--- src/rtl/mips.sv ---
// Switch/key calculator with LED and 7-segment display, plus an 8N1 UART receiver.
// Define MIPS_UART_ECHO_EN to build the transmitter that echoes each received byte.
module mips #(
   parameter int BAUD_DIV = 2604,
   parameter int SCAN_DIV = 25000
) (
   input  logic        clk_in,
   input  logic        sys_rstn,
   input  logic [7:0]  dip_switch0,
   input  logic [7:0]  dip_switch1,
   input  logic [7:0]  dip_switch2,
   input  logic [7:0]  dip_switch3,
   input  logic [7:0]  dip_switch4,
   input  logic [7:0]  dip_switch5,
   input  logic [7:0]  dip_switch6,
   input  logic [7:0]  dip_switch7,
   input  logic [7:0]  user_key,
   output logic [31:0] led_light,
   output logic [7:0]  digital_tube0,
   output logic [7:0]  digital_tube1,
   output logic [7:0]  digital_tube2,
   output logic [3:0]  digital_tube_sel0,
   output logic [3:0]  digital_tube_sel1,
   output logic        digital_tube_sel2,
   input  logic        uart_rxd,
   output logic        uart_txd
);

   localparam int BW = $clog2(BAUD_DIV + 1);
   localparam int SW = $clog2(SCAN_DIV + 1);
   localparam logic [BW-1:0] BAUD_LAST = BW'(BAUD_DIV - 1);
   localparam logic [BW-1:0] HALF_LAST = BW'(BAUD_DIV / 2 - 1);
   localparam logic [SW-1:0] SCAN_LAST = SW'(SCAN_DIV - 1);

   typedef enum logic [1:0] {RX_IDLE, RX_START, RX_DATA, RX_STOP} rx_state_t;

   logic        srst;
   logic [31:0] op;
   logic [31:0] r_reg, r_next;
   logic [7:0]  key_s1_reg, key_s2_reg, key_prev_reg, key_edge;
   logic [SW-1:0] scan_cnt_reg;
   logic [1:0]  digit_reg;
   logic        rx_s1_reg, rx_s2_reg, rx_prev_reg;
   rx_state_t   rx_state_reg, rx_state_next;
   logic [BW-1:0] rx_cnt_reg, rx_cnt_next;
   logic [2:0]  rx_bit_reg, rx_bit_next;
   logic [7:0]  rx_shift_reg, rx_shift_next;
   logic [7:0]  rxb_reg, rxb_next;
   logic        rx_valid_reg, rx_valid_next;

   assign srst = sys_rstn;
   assign op   = {dip_switch3, dip_switch2, dip_switch1, dip_switch0};

   function automatic logic [7:0] hex7(input logic [3:0] n);
      case (n)
         4'h0: hex7 = 8'hC0;  4'h1: hex7 = 8'hF9;  4'h2: hex7 = 8'hA4;  4'h3: hex7 = 8'hB0;
         4'h4: hex7 = 8'h99;  4'h5: hex7 = 8'h92;  4'h6: hex7 = 8'h82;  4'h7: hex7 = 8'hF8;
         4'h8: hex7 = 8'h80;  4'h9: hex7 = 8'h90;  4'hA: hex7 = 8'h88;  4'hB: hex7 = 8'h83;
         4'hC: hex7 = 8'hC6;  4'hD: hex7 = 8'hA1;  4'hE: hex7 = 8'h86;  default: hex7 = 8'h8E;
      endcase
   endfunction

   genvar gi;
   generate
      for (gi = 0; gi < 8; gi++) begin : g_key_edge
         assign key_edge[gi] = key_s2_reg[gi] & ~key_prev_reg[gi];
      end
   endgenerate

   // Lowest-indexed key edge wins when several arrive together.
   always_comb begin
      r_next = r_reg;
      casez (key_edge)
         8'b???????1: r_next = op;
         8'b??????10: r_next = r_reg + op;
         8'b?????100: r_next = r_reg - op;
         8'b????1000: r_next = r_reg ^ op;
         8'b???10000: r_next = r_reg << 1;
         8'b??100000: r_next = r_reg >> 1;
         8'b?1000000: r_next = ~r_reg;
         8'b10000000: r_next = 32'h0;
         default:     r_next = r_reg;
      endcase
   end

   always_ff @(posedge clk_in) begin
      if (srst) begin
         key_s1_reg   <= '0;
         key_s2_reg   <= '0;
         key_prev_reg <= '0;
         r_reg        <= '0;
         scan_cnt_reg <= '0;
         digit_reg    <= '0;
      end else begin
         key_s1_reg   <= user_key;
         key_s2_reg   <= key_s1_reg;
         key_prev_reg <= key_s2_reg;
         r_reg        <= r_next;
         if (scan_cnt_reg == SCAN_LAST) begin
            scan_cnt_reg <= '0;
            digit_reg    <= digit_reg + 2'd1;
         end else begin
            scan_cnt_reg <= scan_cnt_reg + 1'b1;
         end
      end
   end

   assign led_light         = ~r_reg;
   assign digital_tube_sel0 = 4'b0001 << digit_reg;
   assign digital_tube_sel1 = 4'b0001 << digit_reg;
   assign digital_tube_sel2 = 1'b1;
   assign digital_tube0     = hex7(r_reg[{digit_reg, 2'b00} +: 4]);
   assign digital_tube1     = hex7(r_reg[{1'b1, digit_reg, 2'b00} +: 4]);
   assign digital_tube2     = hex7(rxb_reg[3:0]);

   // A start needs a sampled high followed by low, so a stuck-low line never re-arms.
   always_comb begin
      rx_state_next = rx_state_reg;
      rx_cnt_next   = rx_cnt_reg;
      rx_bit_next   = rx_bit_reg;
      rx_shift_next = rx_shift_reg;
      rxb_next      = rxb_reg;
      rx_valid_next = 1'b0;
      case (rx_state_reg)
         RX_IDLE: begin
            if (rx_prev_reg && !rx_s2_reg) begin
               rx_state_next = RX_START;
               rx_cnt_next   = '0;
            end
         end
         RX_START: begin
            if (rx_cnt_reg == HALF_LAST) begin
               rx_cnt_next   = '0;
               rx_bit_next   = '0;
               rx_state_next = rx_s2_reg ? RX_IDLE : RX_DATA;
            end else begin
               rx_cnt_next = rx_cnt_reg + 1'b1;
            end
         end
         RX_DATA: begin
            if (rx_cnt_reg == BAUD_LAST) begin
               rx_cnt_next   = '0;
               rx_shift_next = {rx_s2_reg, rx_shift_reg[7:1]};
               rx_bit_next   = rx_bit_reg + 3'd1;
               if (rx_bit_reg == 3'd7) rx_state_next = RX_STOP;
            end else begin
               rx_cnt_next = rx_cnt_reg + 1'b1;
            end
         end
         RX_STOP: begin
            if (rx_cnt_reg == BAUD_LAST) begin
               rx_state_next = RX_IDLE;
               if (rx_s2_reg) begin
                  rxb_next      = rx_shift_reg;
                  rx_valid_next = 1'b1;
               end
            end else begin
               rx_cnt_next = rx_cnt_reg + 1'b1;
            end
         end
         default: rx_state_next = RX_IDLE;
      endcase
   end

   always_ff @(posedge clk_in) begin
      if (srst) begin
         rx_s1_reg    <= 1'b0;
         rx_s2_reg    <= 1'b0;
         rx_prev_reg  <= 1'b0;
         rx_state_reg <= RX_IDLE;
         rx_cnt_reg   <= '0;
         rx_bit_reg   <= '0;
         rx_shift_reg <= '0;
         rxb_reg      <= '0;
         rx_valid_reg <= 1'b0;
      end else begin
         rx_s1_reg    <= uart_rxd;
         rx_s2_reg    <= rx_s1_reg;
         rx_prev_reg  <= rx_s2_reg;
         rx_state_reg <= rx_state_next;
         rx_cnt_reg   <= rx_cnt_next;
         rx_bit_reg   <= rx_bit_next;
         rx_shift_reg <= rx_shift_next;
         rxb_reg      <= rxb_next;
         rx_valid_reg <= rx_valid_next;
      end
   end

   logic unused_inputs;

`ifdef MIPS_UART_ECHO_EN
   logic          tx_busy_reg;
   logic [9:0]    tx_shift_reg;
   logic [BW-1:0] tx_cnt_reg;
   logic [3:0]    tx_bit_reg;

   // Frame is {stop, data, start} shifted out LSB first; bytes arriving while busy are dropped.
   always_ff @(posedge clk_in) begin
      if (srst) begin
         tx_busy_reg  <= 1'b0;
         tx_shift_reg <= '1;
         tx_cnt_reg   <= '0;
         tx_bit_reg   <= '0;
      end else if (!tx_busy_reg) begin
         if (rx_valid_reg) begin
            tx_busy_reg  <= 1'b1;
            tx_shift_reg <= {1'b1, rxb_reg, 1'b0};
            tx_cnt_reg   <= '0;
            tx_bit_reg   <= '0;
         end
      end else if (tx_cnt_reg == BAUD_LAST) begin
         tx_cnt_reg   <= '0;
         tx_shift_reg <= {1'b1, tx_shift_reg[9:1]};
         tx_bit_reg   <= tx_bit_reg + 4'd1;
         if (tx_bit_reg == 4'd9) tx_busy_reg <= 1'b0;
      end else begin
         tx_cnt_reg <= tx_cnt_reg + 1'b1;
      end
   end

   assign uart_txd      = tx_busy_reg ? tx_shift_reg[0] : 1'b1;
   assign unused_inputs = ^{dip_switch4, dip_switch5, dip_switch6, dip_switch7};
`else
   assign uart_txd      = 1'b1;
   assign unused_inputs = ^{dip_switch4, dip_switch5, dip_switch6, dip_switch7, rx_valid_reg};
`endif

endmodule

--- config.mk ---
export PLATFORM = sky130hd
export DESIGN_NAME = mips
export DESIGN_NICKNAME = d
export VERILOG_FILES = /design/src/rtl/mips.sv
export SDC_FILE = /design/constraint.sdc
export NUM_CORES = 1
export LEC_CHECK = 0
export ABC_AREA = 1
export BUFFER_PORTS_ARGS = -buffer_cell sky130_fd_sc_hd__clkbuf_2
export CORE_ASPECT_RATIO = 0.75
export CORE_MARGIN = 10
export CORE_UTILIZATION = 45
export DETAILED_ROUTE_END_ITERATION = 7
export HOLD_SLACK_MARGIN = 0.1
export PLACE_DENSITY = 0.64
export SYNTH_ARGS = -nofsm -noshare
export SYNTH_HDL_FRONTEND = slang
export SYNTH_SLANG_ARGS = --single-unit
--- constraint.sdc ---
create_clock -name clk_in -period 4.18 [get_ports clk_in]
set_clock_uncertainty 0.15 [all_clocks]
set_input_delay 0.627 -clock clk_in [delete_from_list [all_inputs] [get_ports clk_in]]
set_output_delay 0.627 -clock clk_in [all_outputs]
set_load 0.03 [all_outputs]
==> results of run 1 <==
## layout make-up
class | count | area (sq um) | area share [%]
flip-flops and latches | 112 | 2240 | 20.3
clock buffers | 10 | 239 | 2.16
well taps | 294 | 368 | 3.33
multi-input cells | 1253 | 6460 | 58.5
inverters | 274 | 1030 | 9.36
repair buffers | 118 | 628 | 5.69
clock inverters | 6 | 67.6 | 0.612
## routing by layer
metal,vias to the layer above,track usage (%)
met1,4762,31.2
li1,5489,-
met5,-,0
met4,0,3.98
met3,29,4.67
met2,368,31.9
## report_power, final
| group | switching (uW) | internal [uW] |
|---|---|---|
| Clock | 434 | 486 |
| Sequential | 91.6 | 1130 |
| Combinational | 1110 | 491 |
## worst paths after layout
kind	startpoint	slack [ns]	depth (start not counted)	to
setup / recovery	dip_switch0[1]	0.42	22	r_reg[25]
hold / removal	rx_s1_reg	0.26	2	rx_s2_reg
setup reg to reg	key_s2_reg[2]	0.77	21	r_reg[15]
hold reg to reg	rx_s1_reg	0.26	2	rx_s2_reg
## cell families (layout without fill, tap and decap cells)
family          count (synthesis)  after routing
other cells                     1              5
compound gates                283            283
simple gates                  853            853
fa+ha+maj                      60             60
buf+inv                       323            408
flops                         112            112
xor+xnor                       52             52
## metrics by stage
step                hold WS [ns]  cell area [sq um]  power (uW)  utilization, %  setup WS, ns
CTS                        0.260              11000        3740            50.3         0.523
floorplan                  0.238              10000        2360               -         0.937
global route               0.281              11000        3990            50.3         0.113
global placement           0.246              10700        2800            48.9         0.161
finish                     0.256              11000        3740            50.3         0.422
detailed placement         0.246              10700        2810            48.9         0.145
## placed cells by master, fill, tap and decap left out, types with 5 or more instances in the layout
cell,count
sky130_fd_sc_hd__nor3_1,23
sky130_fd_sc_hd__o21ai_0,100
sky130_fd_sc_hd__inv_2,12
sky130_fd_sc_hd__and2_1,5
sky130_fd_sc_hd__nand3b_1,5
sky130_fd_sc_hd__or2_2,11
sky130_fd_sc_hd__nor2_2,6
sky130_fd_sc_hd__o31ai_1,5
sky130_fd_sc_hd__buf_4,15
sky130_fd_sc_hd__nand2_2,5
sky130_fd_sc_hd__clkbuf_2,103
sky130_fd_sc_hd__nand4_1,11
sky130_fd_sc_hd__a32oi_1,5
sky130_fd_sc_hd__clkbuf_16,9
sky130_fd_sc_hd__o22ai_1,11
sky130_fd_sc_hd__o211ai_1,22
sky130_fd_sc_hd__xnor2_1,21
sky130_fd_sc_hd__nand3_1,87
sky130_fd_sc_hd__xor2_1,31
sky130_fd_sc_hd__o21ai_1,7
sky130_fd_sc_hd__nor4_1,5
sky130_fd_sc_hd__a21oi_1,105
sky130_fd_sc_hd__ha_1,59
sky130_fd_sc_hd__nor2_1,180
sky130_fd_sc_hd__nand2_1,497
sky130_fd_sc_hd__dfxtp_1,112
sky130_fd_sc_hd__inv_1,258
sky130_fd_sc_hd__conb_1,5
## cell usage after synthesis, types with 11 or more instances
| cell type | n |
|---|---|
| sky130_fd_sc_hd__dfxtp_1 | 112 |
| sky130_fd_sc_hd__nand2_1 | 497 |
| sky130_fd_sc_hd__a21oi_1 | 105 |
| sky130_fd_sc_hd__inv_2 | 12 |
| sky130_fd_sc_hd__o22ai_1 | 11 |
| sky130_fd_sc_hd__nand3_1 | 87 |
| sky130_fd_sc_hd__nand4_1 | 11 |
| sky130_fd_sc_hd__o21ai_0 | 100 |
| sky130_fd_sc_hd__xnor2_1 | 21 |
| sky130_fd_sc_hd__nor3_1 | 23 |
| sky130_fd_sc_hd__clkbuf_1 | 15 |
| sky130_fd_sc_hd__ha_1 | 59 |
| sky130_fd_sc_hd__nor2_1 | 180 |
| sky130_fd_sc_hd__inv_1 | 258 |
| sky130_fd_sc_hd__or2_2 | 11 |
| sky130_fd_sc_hd__xor2_1 | 31 |
| sky130_fd_sc_hd__o211ai_1 | 22 |
| sky130_fd_sc_hd__buf_2 | 18 |
| sky130_fd_sc_hd__buf_4 | 12 |
## worst reg2reg max path, cell delays in order (launching register included)
cell	delay, ns
sky130_fd_sc_hd__dfxtp_1	0.31
sky130_fd_sc_hd__inv_1	0.04
sky130_fd_sc_hd__nor2_1	0.13
sky130_fd_sc_hd__inv_2	0.07
sky130_fd_sc_hd__nor2_1	0.18
sky130_fd_sc_hd__inv_1	0.06
sky130_fd_sc_hd__buf_4	0.23
sky130_fd_sc_hd__o31ai_1	0.12
sky130_fd_sc_hd__xor2_1	0.17
sky130_fd_sc_hd__inv_1	0.06
sky130_fd_sc_hd__ha_1	0.33
sky130_fd_sc_hd__nand2_1	0.14
sky130_fd_sc_hd__inv_1	0.07
sky130_fd_sc_hd__a21oi_1	0.18
sky130_fd_sc_hd__nand2_1	0.15
sky130_fd_sc_hd__nand2_1	0.09
sky130_fd_sc_hd__nand2_1	0.17
sky130_fd_sc_hd__or2_2	0.32
sky130_fd_sc_hd__nand3_1	0.07
sky130_fd_sc_hd__nand3_1	0.07
sky130_fd_sc_hd__nor2_1	0.09
sky130_fd_sc_hd__a21oi_1	0.07
==> qor.txt, run 1 <==
Status: completed
Pwr per Cell Area: 339 mW/mm^2
Final Hold Viols: 0
Number of inserted filler cells in the final layout: 2340
Synth Area in Compound Gates: 16.5%
H-tree Lvls: 3
Critical path class: in -> reg
Clock-pin slew on the worst setup and hold paths: 0.08 ns
Number of distinct standard cells referenced by the synthesized netlist: 62
Via count of the first global-routing pass: 9608
Antenna diode count: 0
Synthesized-area fraction occupied by adder cells: 7.59%
CP max-delay cell: sky130_fd_sc_hd__ha_1
Maximum fanout encountered on the critical timing path: 5
1st-iter DRT viols: 802
Mean routed wirelength per cell: 15.3 microns
Category of the worst setup path capture point: flop
Clock insertion delay at the later pin of the skew report: 0.37 ns
Number of cells after detailed placement: 2051
Buffer levels on the longest clock path: 2
Non-filler cells in the finished layout: 2067
Post-synthesis xor/xnor area fraction: 4.56%
Chip Width: 192 microns
Number of nets at the end of the flow: 1903
Met2 wirelength from detailed routing: 12.9 mm
VDD IR-drop max: 0.000206 V
Number of buffers and inverters on the critical path: 2
Proportion of layout cells with a drive suffix above 1: 10.6%
Number of flops mapped to enable cells by yosys: 0
Die Area: 0.0286 sq mm
Post-detailed-route DRC marker count: 0
Number of nets still failing antenna checks after routing: 0
Category of the worst setup path launch point: input pin
Routed length on met3: 2.72 mm
Slew of the pin with the lowest slew margin: 1.20 ns
Dominant combinational cell family by area after synthesis: simple AND/OR/NAND/NOR gates
GRT Residual Overflow: 0
GRT Overall Usage: 21.5%
Largest net degree at the start of global routing: 43
Seq/Total Area, Yosys: 22.4%
Cell type group with the largest total delay on the critical path: simple AND/OR/NAND/NOR gates
Count of boundary I/O pins: 141
Fmax: 0.266 GHz
Number of clock buffers inserted by TritonCTS: 9
Count of final setup violators: 0
Global-route wire length before repair: 50.1 mm
Root Buffer: sky130_fd_sc_hd__clkbuf_16
CP dominant cell by count: sky130_fd_sc_hd__nand2_1
Port Buffer Count: 103
Post-detailed-route via-to-cell ratio: 5.15
Dominant synthesized flop cell: sky130_fd_sc_hd__dfxtp_1
Row count: 47
Cells traversed along the worst timing path: clkbuf_2 -> inv_1 -> ha_1 -> nand3_1 -> nor3_2 -> nand2_1 -> nor2_2 -> nand3_1 -> nor2_1 -> nor2_1 -> xor2_1 -> ha_1 -> nand2_1 -> nor2_1 -> nand2_1 -> nor2_1 -> nand2_1 -> nand4_1 -> nand3_1 -> nand2_1 -> nand2_1 -> a21oi_1
Routed length on met1: 15.5 mm
Mux share of post-synthesis cell area: 0%
Per-instance average area after synthesis: 5.93 sq um
Data required time of the worst path: 4.33 ns
Routed WL: 31.5 mm
Final min period: 3.76 ns
Final GP Congestion: 0.960
Warnings, synthesis: 0
Initial antenna violation count: 0
Arrival time of data at the critical path endpoint: 3.91 ns
Area share of and/or/nand/nor cells after synthesis: 35.9%
Netlist area before placement: 0.00999 sq mm
Top cells by area, synth: sky130_fd_sc_hd__dfxtp_1, sky130_fd_sc_hd__nand2_1, sky130_fd_sc_hd__inv_1, sky130_fd_sc_hd__ha_1, sky130_fd_sc_hd__nor2_1
Synthesized instance count: 1684
Area of the placeable core: 0.0219 sq mm
Total Neg Setup Slack: 0 ns
Unrepaired setup endpoints after global routing: no
Share of the clock period used by the worst path: 89.9%
Post-CTS Setup Repair Bufs: 0
Max-slew violations: 0
Number of clock sinks: 112
CTS hold repair buffers: 0
Die height: 149 microns
Clock tree from TritonCTS: built
Flip-flop and latch count after synthesis: 112
Post-synth top area cell: sky130_fd_sc_hd__dfxtp_1
Hold/Removal Path Class: reg -> reg
Leak: 0.00561 uW
Highest Signal Layer: met4
Top-area cell type share of the netlist area: 22.4%
Post-cts resize count: 0
Worst relative slew slack: 19.9%
Detailed placer's ending HPWL: 25.3 mm
Via count of the routed design: 10648
Synthesis-to-layout area growth: 10.5%
Length of the first detailed-routing pass in iterations: 6
Flip-flop count of the largest register after layout: 32
Number of maximum-capacitance constraint violations: 0
Post-synth ARST share: 0%
Initial Utilization: 45.5%
Largest stage delay on the critical path: 0.39 ns
Power figures use the tool's default switching activity.
==> run 2, diff against run 1 <==
Settings changed: BUFFER_PORTS_ARGS -buffer_cell sky130_fd_sc_hd__clkbuf_2 to unset, DONT_BUFFER_PORTS set to 1, PLACE_DENSITY 0.64 to 0.59, REMOVE_ABC_BUFFERS set to 1.
==> qor.txt, run 2 (synthesis gave the netlist of run 1 again) <==
Worst setup timing slack at the placement stage: 0.179 ns
Post-detailed-route DRC marker count: 0
Smallest setup slack after layout: 0.387 ns
Proportion of layout cells with a drive suffix above 1: 5.48%
1st-iter DRT viols: 894
Number of nets at the end of the flow: 1808
Final min period: 3.79 ns
Port Buffer Count: 0
Number of clock buffers inserted by TritonCTS: 9
Fmax: 0.264 GHz
Maximum fanout encountered on the critical timing path: 17
Number of clock sinks: 112
Status: completed
Capture point of the worst reg-to-reg path: r_reg[27]
Initial antenna violation count: 0
Initial Utilization: 45.5%
Pwr per Cell Area: 344 mW/mm^2
Clock insertion delay at the later pin of the skew report: 0.36 ns
Detailed placer's ending HPWL: 24.8 mm
Length of the first detailed-routing pass in iterations: 6
Placed cell area: 0.0103 sq mm
GRT Residual Overflow: 0
Post-CTS Setup Repair Bufs: 0
Global-route wire length before repair: 49.3 mm
Data required time of the worst path: 3.40 ns
Count of boundary I/O pins: 141
Die height: 149 microns
Count of final setup violators: 0
Final Hold Viols: 0
Reg2reg setup slack: 0.48 ns
Area of the placeable core: 0.0219 sq mm
Clock-pin slew on the worst setup and hold paths: 0.08 ns
Category of the worst setup path capture point: output port
Layout Cell Area excl Fill: 0.0106 sq mm
Mean routed wirelength per cell: 16.0 microns
Via count of the first global-routing pass: 8982
Critical path class: reg -> out
Chip Width: 192 microns
GRT Overall Usage: 21.5%
Buffer levels on the longest clock path: 2
CP max-delay cell: sky130_fd_sc_hd__a32oi_1
Max-slew violations: 0
Share of the clock period used by the worst path: 90.7%
Beginning of the worst hold path: sys_rstn
Largest stage delay on the critical path: 0.60 ns
Leak: 0.00522 uW
Largest net degree at the start of global routing: 41
Die Area: 0.0286 sq mm
Arrival time of data at the critical path endpoint: 3.02 ns
Number of maximum-capacitance constraint violations: 0
Number of cells on the worst reg-to-reg path: 19
Total Neg Setup Slack: 0 ns
Number of nets still failing antenna checks after routing: 0
Post-detailed-route via-to-cell ratio: 5.21
Clock tree from TritonCTS: built
Synthesis-to-layout area growth: 5.80%
Post-cts resize count: 0
Via count of the routed design: 10274
Routed WL: 31.5 mm
Flip-flop count of the largest register after layout: 32
Unrepaired setup endpoints after global routing: no
Final GP Congestion: 0.971
Count of cells along the worst hold path: 1
Row count: 47
Cells traversed along the worst timing path: clkinv_1 -> a32oi_1 -> inv_1 -> ha_1 -> o21ai_0 -> a21boi_0 -> buf_4
Antenna diode count: 0
Category of the worst setup path launch point: flop
Slew of the pin with the lowest slew margin: 1.01 ns
Hold/Removal Path Class: in -> reg
Most frequent cells in the layout: sky130_fd_sc_hd__nand2_1, sky130_fd_sc_hd__inv_1, sky130_fd_sc_hd__nor2_1, sky130_fd_sc_hd__dfxtp_1, sky130_fd_sc_hd__a21oi_1
Worst relative slew slack: 32.8%
VDD IR-drop max: 0.000235 V
H-tree Lvls: 3
Endpoint, Worst Hold: r_reg[0]
Most common cell after layout, fill and taps aside: sky130_fd_sc_hd__nand2_1
CTS hold repair buffers: 0
Total Power: 3630 uW
Root Buffer: sky130_fd_sc_hd__clkbuf_16
FF-to-FF Start: key_s2_reg[1]
[run 2: per-stage QoR]
stage,hold WS [ns],util (%),cells
after detailed placement,0.242,46.9,1956
final,0.175,48.2,1972
after global placement,0.247,46.9,1956
after floorplan,0.238,-,1639
after global routing,0.161,48.2,1972
after CTS,0.166,48.2,1972
[run 2: worst max-delay path, delay by kind of cell (launching register included)]
family | cells | cell delay, ns
adder cells (fa/ha/maj) | 1 | 0.33
buffers and inverters | 3 | 0.90
AO/OA/AOI/OAI | 3 | 0.99
flip-flops | 1 | 0.42
[run 2: area by class of cell]
type	instances	area (sq um)
timing repair buffer	23	173
clock buffer	11	243
fill	2397	11400
tap	294	368
clock inverter	5	47.5
multi-input combinational	1253	6460
sequential	112	2240
inverter	274	1030
[run 2: metal layers]
metal | global-route usage, % | share of wire, %
met3 | 6.57 | 11
met1 | 30.8 | 48
met2 | 31.2 | 40
met5 | 0 | 0
met4 | 3.40 | 0.96
[run 2: worst max path at each step]
stage / slack (ns) / startpoint / end / depth (start not counted)
2_1_floorplan: 0.78 / key_s2_reg[2] / r_reg[15] / 20
3_3_place_gp: 0.21 / dip_switch0[1] / r_reg[27] / 22
3_5_place_dp: 0.18 / dip_switch0[1] / r_reg[27] / 23
4_1_cts: 0.37 / digit_reg[1] / digital_tube0[1] / 7
5_1_grt: 0.05 / digit_reg[1] / digital_tube0[1] / 7
6_report: 0.39 / digit_reg[1] / digital_tube0[1] / 7
[run 2: power breakdown]
| group | switching, uW | internal (uW) | total, uW | leakage, uW |
|---|---|---|---|---|
| Sequential | 92.1 | 1130 | 1220 | 0.000916 |
| Combinational | 1060 | 462 | 1520 | 0.00416 |
| Clock | 451 | 435 | 886 | 0.000140 |
| Total | 1610 | 2030 | 3630 | 0.00522 |
